<file path="config.mk">
export PLATFORM = sky130hd
export DESIGN_NAME = sdram_burst_responder_flat
export DESIGN_NICKNAME = d
export VERILOG_FILES = /design/src/rtl/sdram_burst_pkg.sv /design/src/rtl/sdram_burst_responder_if.sv /design/src/rtl/halfword_packer.sv /design/src/rtl/sdram_burst_responder.sv /design/src/flat_wrapper.sv
export SDC_FILE = /design/constraint.sdc
export NUM_CORES = 1
export LEC_CHECK = 0
export CORE_MARGIN = 3
export CORE_UTILIZATION = 43
export CTS_BUF_LIST = sky130_fd_sc_hd__clkbuf_4 sky130_fd_sc_hd__clkbuf_8 sky130_fd_sc_hd__clkbuf_16
export DETAILED_ROUTE_END_ITERATION = 12
export DONT_BUFFER_PORTS = 1
export PLACE_DENSITY = 0.69
export SETUP_SLACK_MARGIN = 0.05
export SYNTH_ARGS = -nofsm -noshare
export SYNTH_HDL_FRONTEND = slang
export SYNTH_SLANG_ARGS = --single-unit
</file>
<file path="constraint.sdc">
create_clock -name clk_sdram -period 9.1 [get_ports clk_sdram]
set_clock_uncertainty 0.05 [all_clocks]
set_input_delay 1.365 -clock clk_sdram [delete_from_list [all_inputs] [get_ports clk_sdram]]
set_output_delay 1.365 -clock clk_sdram [all_outputs]
set_load 0.02 [all_outputs]
</file>
<file path="src/rtl/sdram_burst_pkg.sv">
// sdram_burst_pkg: shared widths, state encoding and word-order convention for the burst responder
package sdram_burst_pkg;
    localparam int ADDR_W = 25;
    localparam int LEN_W = 11;
    typedef enum logic [1:0] {IDLE, ISSUE, DRAIN, DONE} state_t;
    // Burst word order: the even-index word sits in the high half of a 32-bit beat.
    function automatic logic [31:0] pack_words(input logic [15:0] even_word, input logic [15:0] odd_word);
        return {even_word, odd_word};
    endfunction
endpackage

</file>
<file path="src/rtl/sdram_burst_responder_if.sv">
// sdram_burst_responder_if: scanout burst request/return signals plus the SDRAM controller word port
interface sdram_burst_responder_if;
    import sdram_burst_pkg::*;
    logic              burst_rd;
    logic [ADDR_W-1:0] burst_addr;
    logic [LEN_W-1:0]  burst_len;
    logic              burst_32bit;
    logic [31:0]       burst_data;
    logic              burst_data_valid;
    logic              burst_data_done;
    logic              busy;
    logic              mem_rd;
    logic [ADDR_W-1:0] mem_addr;
    logic              mem_ack;
    logic [15:0]       mem_rdata;
    logic              mem_rdata_valid;
    modport slave (
        input  burst_rd, burst_addr, burst_len, burst_32bit, mem_ack, mem_rdata, mem_rdata_valid,
        output burst_data, burst_data_valid, burst_data_done, busy, mem_rd, mem_addr
    );
    modport master (
        output burst_rd, burst_addr, burst_len, burst_32bit, mem_ack, mem_rdata, mem_rdata_valid,
        input  burst_data, burst_data_valid, burst_data_done, busy, mem_rd, mem_addr
    );
endinterface

</file>
<file path="src/rtl/halfword_packer.sv">
// halfword_packer: turns returned 16-bit words into registered beats, flushing an odd tail in 32-bit mode
module halfword_packer
    import sdram_burst_pkg::*;
(
    input  logic        clk_sdram,
    input  logic        reset,
    input  logic        start,
    input  logic        mode32,
    input  logic        word_valid,
    input  logic        word_last,
    input  logic [15:0] word,
    output logic [31:0] beat,
    output logic        beat_valid
);
    logic [15:0] held;
    logic        odd;
    logic        emit;
    assign emit = word_valid && (!mode32 || odd || word_last);
    // Hold even words; emit on the odd partner, on a lone final word, or on every word in 16-bit mode.
    always_ff @(posedge clk_sdram or posedge reset) begin
        if (reset) begin
            held <= '0;
            odd <= 1'b0;
            beat <= '0;
            beat_valid <= 1'b0;
        end else begin
            beat_valid <= emit;
            if (start)
                odd <= 1'b0;
            else if (word_valid)
                odd <= ~odd;
            if (word_valid && !odd)
                held <= word;
            if (emit)
                beat <= !mode32 ? {16'h0, word} : odd ? pack_words(held, word) : pack_words(word, 16'h0);
        end
    end
endmodule

</file>
<file path="src/rtl/sdram_burst_responder.sv">
// sdram_burst_responder: issues sequential word reads for a scanout burst and returns the data as beats
module sdram_burst_responder
    import sdram_burst_pkg::*;
#(
    parameter int MAX_OUTSTANDING = 4
) (
    input logic clk_sdram,
    input logic reset,
    sdram_burst_responder_if.slave bus
);
    localparam int OW = $clog2(MAX_OUTSTANDING + 1);
    state_t            state;
    state_t            state_n;
    logic [ADDR_W-1:0] addr;
    logic [LEN_W-1:0]  issue_cnt;
    logic [LEN_W-1:0]  ret_cnt;
    logic [OW-1:0]     outstanding;
    logic              mode32;
    logic              accept;
    logic              ack;
    logic              rv;
    assign accept = state == IDLE && bus.burst_rd;
    assign ack = bus.mem_rd && bus.mem_ack;
    assign rv = bus.mem_rdata_valid && (state == ISSUE || state == DRAIN);
    assign bus.mem_rd = state == ISSUE && outstanding < OW'(MAX_OUTSTANDING);
    assign bus.mem_addr = addr;
    assign bus.busy = state != IDLE;
    assign bus.burst_data_done = state == DONE;
    // Next state; a zero-length burst passes through DRAIN so its done pulse lands two cycles after the request.
    always_comb begin
        state_n = state;
        unique case (state)
            IDLE:  if (bus.burst_rd) state_n = bus.burst_len != '0 ? ISSUE : DRAIN;
            ISSUE: if (ack && issue_cnt == LEN_W'(1)) state_n = DRAIN;
            DRAIN: if (ret_cnt == '0) state_n = DONE;
            DONE:  state_n = IDLE;
        endcase
    end
    // State, request address, issue/return counters and in-flight count.
    always_ff @(posedge clk_sdram or posedge reset) begin
        if (reset) begin
            state <= IDLE;
            addr <= '0;
            issue_cnt <= '0;
            ret_cnt <= '0;
            outstanding <= '0;
            mode32 <= 1'b0;
        end else begin
            state <= state_n;
            outstanding <= outstanding + OW'(ack) - OW'(rv);
            if (accept) begin
                addr <= bus.burst_addr;
                issue_cnt <= bus.burst_len;
                ret_cnt <= bus.burst_len;
                mode32 <= bus.burst_32bit;
            end else begin
                if (ack) begin
                    addr <= addr + ADDR_W'(1);
                    issue_cnt <= issue_cnt - LEN_W'(1);
                end
                if (rv)
                    ret_cnt <= ret_cnt - LEN_W'(1);
            end
        end
    end
    halfword_packer u_packer (
        .clk_sdram  (clk_sdram),
        .reset      (reset),
        .start      (accept),
        .mode32     (mode32),
        .word_valid (rv),
        .word_last  (ret_cnt == LEN_W'(1)),
        .word       (bus.mem_rdata),
        .beat       (bus.burst_data),
        .beat_valid (bus.burst_data_valid)
    );
endmodule

</file>
<file path="src/flat_wrapper.sv">
// flat-port wrapper written by rule: the top's interface ports become plain ports
module sdram_burst_responder_flat import sdram_burst_pkg::*;
#(
    parameter int MAX_OUTSTANDING = 4
)
  (clk_sdram, reset, bus_burst_rd, bus_burst_addr, bus_burst_len, bus_burst_32bit, bus_mem_ack, bus_mem_rdata, bus_mem_rdata_valid, bus_burst_data, bus_burst_data_valid, bus_burst_data_done, bus_busy, bus_mem_rd, bus_mem_addr);
  sdram_burst_responder_if bus_i ();
  input logic clk_sdram;
  input logic reset;
  input wire logic [$bits(bus_i.burst_rd)-1:0] bus_burst_rd;
  input wire logic [$bits(bus_i.burst_addr)-1:0] bus_burst_addr;
  input wire logic [$bits(bus_i.burst_len)-1:0] bus_burst_len;
  input wire logic [$bits(bus_i.burst_32bit)-1:0] bus_burst_32bit;
  input wire logic [$bits(bus_i.mem_ack)-1:0] bus_mem_ack;
  input wire logic [$bits(bus_i.mem_rdata)-1:0] bus_mem_rdata;
  input wire logic [$bits(bus_i.mem_rdata_valid)-1:0] bus_mem_rdata_valid;
  output wire logic [$bits(bus_i.burst_data)-1:0] bus_burst_data;
  output wire logic [$bits(bus_i.burst_data_valid)-1:0] bus_burst_data_valid;
  output wire logic [$bits(bus_i.burst_data_done)-1:0] bus_burst_data_done;
  output wire logic [$bits(bus_i.busy)-1:0] bus_busy;
  output wire logic [$bits(bus_i.mem_rd)-1:0] bus_mem_rd;
  output wire logic [$bits(bus_i.mem_addr)-1:0] bus_mem_addr;
  assign bus_i.burst_rd = bus_burst_rd;
  assign bus_i.burst_addr = bus_burst_addr;
  assign bus_i.burst_len = bus_burst_len;
  assign bus_i.burst_32bit = bus_burst_32bit;
  assign bus_i.mem_ack = bus_mem_ack;
  assign bus_i.mem_rdata = bus_mem_rdata;
  assign bus_i.mem_rdata_valid = bus_mem_rdata_valid;
  assign bus_burst_data = bus_i.burst_data;
  assign bus_burst_data_valid = bus_i.burst_data_valid;
  assign bus_burst_data_done = bus_i.burst_data_done;
  assign bus_busy = bus_i.busy;
  assign bus_mem_rd = bus_i.mem_rd;
  assign bus_mem_addr = bus_i.mem_addr;
  sdram_burst_responder #(.MAX_OUTSTANDING(MAX_OUTSTANDING)) u_core (.clk_sdram(clk_sdram), .reset(reset), .bus(bus_i));
endmodule
</file>
* Word-level counts from Yosys, hierarchy flattened
Index checks and enable logic that the tools add are counted.
Word-level totals: register bits 103, input port bits 58, output and inout port bits 61, word-level logic and storage cells 59
Cells by class: $add $sub $neg 5, order comparisons 1, eq/ne operators 8, muxes and demuxes 15, bitwise gates (word level) 1, reduce and logical (&&, ||, !) cells 19
Operators by type and width (number):
- $mux 32 | 2
- $mux 25 | 2
- $mux 11 | 4
- $add 25x1->25 const B | 1
- $eq 11x1->1 const B | 2
- $sub 11x1->11 const B | 2
- $logic_not 11->1 | 1
- $reduce_bool 11->1 | 1
- $mux 2 | 4
- $pmux 2 s4 | 1
- $logic_and 1x1->1 | 7
- $ne 2x2->1 const B | 3
- $reduce_bool 2->1 | 3
- $eq 2x2->1 const B | 2
- $add 3x1->3 | 1
- $logic_or 1x1->1 | 3
- $lt 3x3->1 const B | 1
- $reduce_and 3->1 | 1
- $sub 3x1->3 | 1
- $eq 2x1->1 const B | 1
- $logic_not 1->1 | 2
- $logic_not 2->1 | 1
- $mux 1 | 2
- $not 1->1 | 1

* Longest topological paths before layout
depth in word-level cells 6, depth in mapped cells 10

* By module
Synthesis repeated with hierarchy kept, for this count alone.
Unflattened totals: cell total of the unflattened synthesis 451, area, all modules 5021.1 µm²
Modules (own cells, without submodules):
- sdram_burst_responder | instances 1, cells each 319, area each 2986.6 µm², sequential area each 1326.3 µm²
- halfword_packer | instances 1, cells each 132, area each 2034.5 µm², sequential area each 1251.2 µm²

* Worst setup path after synthesis
No wires, ideal clock.
path kind input to register, start input bus_mem_ack, end register u_core.addr[24], in the netlist u_core.bus.mem_addr[24], library setup time 0.082 ns, data arrival time 2.783 ns, required time 8.968 ns, path slack 6.185 ns, stages on the path 5, buffers on the path 1, cell sequence nand4b_4 -> or4_1 -> buf_2 -> or4_1 -> a31oi_1
Between the ends: word-level cells in the longest chain between the ends 2
Ends and longest elaborated chain:
- start: declaration | line flat_wrapper.sv:14 | input wire logic [$bits(bus_i.mem_ack)-1:0] bus_mem_ack;
- $logic_and 1x1->1 | line sdram_burst_responder.sv:23 | assign ack = bus.mem_rd && bus.mem_ack;
- $reduce_bool 2->1 (no line)
- end signal: assignment | line sdram_burst_responder.sv:52 | addr <= bus.burst_addr;
- end signal: assignment | line sdram_burst_responder.sv:58 | addr <= addr + ADDR_W'(1);
- end: declaration | line sdram_burst_responder.sv:14 | logic [ADDR_W-1:0] addr;
No other way between the ends. A chain may end at the register's enable or synchronous reset.

* Worst setup path in the final report
start register u_core.state[1], end output bus_mem_rd
Between the ends: word-level cells in the longest chain between the ends 2
Ends and longest elaborated chain:
- start: declaration | line sdram_burst_responder.sv:12 | state_t state;
- start signal: assignment | line sdram_burst_responder.sv:49 | state <= state_n;
- $eq 2x1->1 | line sdram_burst_responder.sv:25 | assign bus.mem_rd = state == ISSUE && outstanding < OW'(MAX_OUTSTANDING);
- $logic_and 1x1->1 | line sdram_burst_responder.sv:25
- end: declaration | line flat_wrapper.sv:21 | output wire logic [$bits(bus_i.mem_rd)-1:0] bus_mem_rd;
No other way between the ends.

==> qor.tcl <==
set qor(drc) 0
set qor(synth_xor_area_frac) 0.03935
set qor(initial_antenna_violation_count) 0
set qor(fin_nets) 543
set qor(viasPerCell) 5.921
set qor(power.leakage_nw) 2.276
set qor(final.period_utilization) 0.3300
set qor(synth.most_common_cell) {sky130_fd_sc_hd__dfrtp_1}
set qor(grt_max_degree) 64
set qor(grt_first_pass_wirelength_um) 19220
set qor(top_ff_cell_synth) {sky130_fd_sc_hd__dfrtp_1}
set qor(h_tree_depth) 3
set qor(postSynthAreaPerCell_um2) 10.56
set qor(via_count) 3677
set qor(timing.final.hold_violations) 0
set qor(worst_case_register_to_register_setup_slack_ps) 6410
set qor(post_synth_most_frequent_cells) {sky130_fd_sc_hd__dfrtp_1, sky130_fd_sc_hd__nor2_1, sky130_fd_sc_hd__nand2_1, sky130_fd_sc_hd__mux2_2, sky130_fd_sc_hd__o21ai_0}
set qor(ios) 119
set qor(setup_violations_final) 0
set qor(synth_area_leaders) {sky130_fd_sc_hd__dfrtp_1, sky130_fd_sc_hd__mux2_2, sky130_fd_sc_hd__mux2i_1}
set qor(worstPathRequired_ps) 7690
set qor(clock_tree_from_tritoncts) {done}
set qor(drive_gt1_frac) 0.1151
set qor(numPortBuffers) 0
set qor(reg2reg_to) {u_core.bus.mem_addr[16]$_DFFE_PP0P_}
set qor(synth_area_leader_cell) {sky130_fd_sc_hd__dfrtp_1}
set qor(worst-setup-path-type) {reg2out}
set qor(max-slew-margin-rel) 0.2240
set qor(vdd_drop_max_mv) 0.1510
set qor(numClockSinks) 103
set qor(max_freq_ghz) 0.3330
set qor(dr.pass1.iters) 4
set qor(timing.final.max_slew_violations) 0
set qor(die_h_um) 115.1
set qor(rr_startpoint) {u_core.state[1]$_DFFE_PP0P_}
set qor(finish.instance_area_um2) 5557
set qor(synth.net_count) 555
set qor(layout.cells.non_filler) 621
set qor(yosysUniqueCellTypes) 45
set qor(drt_iter0_markers) 151
set qor(ant_nets) 0
set qor(cts_buffers) 9
set qor(floorplan.initialDensity) 0.4446
set qor(synth.area.mux_share) 0.1036
set qor(critPathMaxFanout) 5
set qor(arrival_time_of_the_worst_setup_path_ps) 1590
set qor(avgRoutedWirePerCell_um) 19.28
set qor(post_synthesis_compound_gate_area_fraction) 0.1166
set qor(capture_point_of_the_worst_path) {bus_mem_rd}
set qor(crit_start) {u_core.state[1]$_DFFE_PP0P_}
set qor(die-area_um2) 13250
set qor(design_power_total_mw) 2.141
set qor(result_of_the_run) {finished, final reports clean}
set qor(layout_min_cycle_time_ps) 3003
set qor(cts_setup_buffers) 0
set qor(rows) 39
set qor(hold_buffers) 0
set qor(unrepaired_setup_endpoints_after_global_routing) {false}
set qor(grt_pass1_vias) 3749
set qor(netlist_area_before_placement_um2) 5120
set qor(cp-start-kind) {register}
set qor(dp_cells) 605
set qor(grt.overflow.total) 0
set qor(synthSimpleGateAreaFrac) 0.1725
set qor(synthesized_area_fraction_occupied_by_adder_cells) 0.03079
set qor(drt-met1-wl_um) 4980
set qor(sequential_fraction_of_the_synthesis_area) 0.5034
set qor(hp-start) {u_core.u_packer.held[7]$_DFFE_PP0P_}
set qor(power.density_nw_per_um2) 385.3
set qor(hpwl_um) 8506
set qor(synth_top_cell_area_share) 0.5034
set qor(placed_cell_area_um2) 5210
set qor(synth_async_sr_flop_share) 1.000
set qor(synth_top_family_by_area) {simple AND/OR/NAND/NOR gates}
set qor(ys.warnings.count) 0
set qor(max_slew.worst_pin.slew_ps) 1160
set qor(synthesis.instances) 485
set qor(placer_s_final_routability_congestion_estimate) 0.8375
set qor(coreArea_um2) 11520
set qor(clock_latency_ps) 360
set qor(die_width_um) 115.1
set qor(cts_root_buf) {sky130_fd_sc_hd__clkbuf_16}
set qor(area.growth.synth_to_final_pct) 8.529
set qor(worst_setup_path_end_kind) {output pin}
set qor(logic_depth_of_the_worst_register_to_register_path) 6
set qor(met2_wirelength_um) 5923
set qor(cts-root-to-sink-buffers) 2
set qor(grt.total_usage) 0.1856
set qor(number_of_synthesized_flops_with_an_enable_pin) 0
set qor(clkSlewWorstSetupHoldPaths_ps) 70
set qor(cts_resized) 0
set qor(max-cap-violations) 0
set qor(tns_ps) 0
set qor(top_signal_layer_used) {met4}
set qor(met3RoutedLength_um) 790
set qor(hold_path_class) {reg2reg}
set qor(antenna_cells_inserted) 0
set qor(totalWireLength_um) 11970
set qor(ys_seq_elements) 103
[metal layers]
layer	track usage	vias up
li1	-	1731
met1	0.2280	1822
met2	0.3029	104
met3	0.05263	20
met4	0.08607	0
met5	0	-
[layout by cell type (no fill, tap or decap), types with 3 or more instances in the layout]
cell                          n
sky130_fd_sc_hd__dfrtp_1    103
sky130_fd_sc_hd__nor2_1      35
sky130_fd_sc_hd__nand2_1     33
sky130_fd_sc_hd__mux2_2      30
sky130_fd_sc_hd__o21ai_0     24
sky130_fd_sc_hd__a31oi_1     21
sky130_fd_sc_hd__nor2b_1     18
sky130_fd_sc_hd__mux2i_1     17
sky130_fd_sc_hd__inv_1       17
sky130_fd_sc_hd__or4_1       17
sky130_fd_sc_hd__a21oi_1     16
sky130_fd_sc_hd__a22o_1      16
sky130_fd_sc_hd__xnor2_1     13
sky130_fd_sc_hd__or3_1       12
sky130_fd_sc_hd__nand3_1     11
sky130_fd_sc_hd__ha_1        11
sky130_fd_sc_hd__xor2_1      10
sky130_fd_sc_hd__nand4_1     10
sky130_fd_sc_hd__clkbuf_16    9
sky130_fd_sc_hd__o31ai_1      8
sky130_fd_sc_hd__nor3_1       5
sky130_fd_sc_hd__nor4_1       5
sky130_fd_sc_hd__nor4b_1      3
sky130_fd_sc_hd__or2_2        3
sky130_fd_sc_hd__bufinv_16    3
[worst min path at each step]
stage	end	slack, ps	cells past startpoint
6_report	u_core.u_packer.held[7]$_DFFE_PP0P_	460	1
2_1_floorplan	u_core.u_packer.held[10]$_DFFE_PP0P_	430	1
3_3_place_gp	u_core.u_packer.held[3]$_DFFE_PP0P_	440	1
3_5_place_dp	u_core.u_packer.held[7]$_DFFE_PP0P_	440	1
5_1_grt	u_core.u_packer.held[2]$_DFFE_PP0P_	480	1
4_1_cts	u_core.u_packer.held[7]$_DFFE_PP0P_	460	1
[stage by stage]
| step | hold slack (ps) | utilization | setup slack [ps] |
|---|---|---|---|
| 2_1_floorplan | 429.2 | - | 4981 |
| 3_3_place_gp | 436.6 | 0.4524 | 5895 |
| 3_5_place_dp | 444.7 | 0.4524 | 5874 |
| 4_1_cts | 461.3 | 0.4825 | 6081 |
| 5_1_grt | 476.4 | 0.4825 | 6013 |
| 6_report | 457.9 | 0.4825 | 6097 |
[worst max-delay path, stage by stage (launching register included)]
cell and delay [ps]:
sky130_fd_sc_hd__dfrtp_1 420, sky130_fd_sc_hd__inv_1 90, sky130_fd_sc_hd__ha_1 290, sky130_fd_sc_hd__nor2b_1 430
[registers in the layout (all words and copies together) (netlist names)]
| name | cells |
|---|---|
| u_core.u_packer.beat | 32 |
| u_core.bus.mem_addr | 25 |
| u_core.u_packer.held | 16 |
| u_core.issue_cnt | 11 |
| u_core.ret_cnt | 11 |
| u_core.outstanding | 3 |
| u_core.state | 2 |
| u_core.mode32 | 1 |
| u_core.u_packer.beat_valid | 1 |
| u_core.u_packer.odd | 1 |
[cells by family after synthesis]
family / count (synthesis)
adder cells (fa/ha/maj): 12
multiplexers: 49
AND/OR/NAND/NOR: 162
AO/OA/AOI/OAI: 93
buffers and inverters: 43
flip-flops: 103
XOR/XNOR: 23
[final cells by class]
type	count	area, um2
clock buffers	11	240.2
clock inverters	5	106.4
fillers	1070	5959
inverters	19	73.82
multi-input cells	339	2372
flip-flops and latches	103	2577
well taps	143	178.9
repair buffers	1	7.507
[report_power, final]
part           switching (mW)  leakage (nW)  internal [mW]
Sequential              0.369          1.23          0.671
Clock                   0.175         0.167          0.276
Combinational           0.331         0.877          0.320
Total                   0.875          2.28           1.27
(Power assumes the default switching activity.)
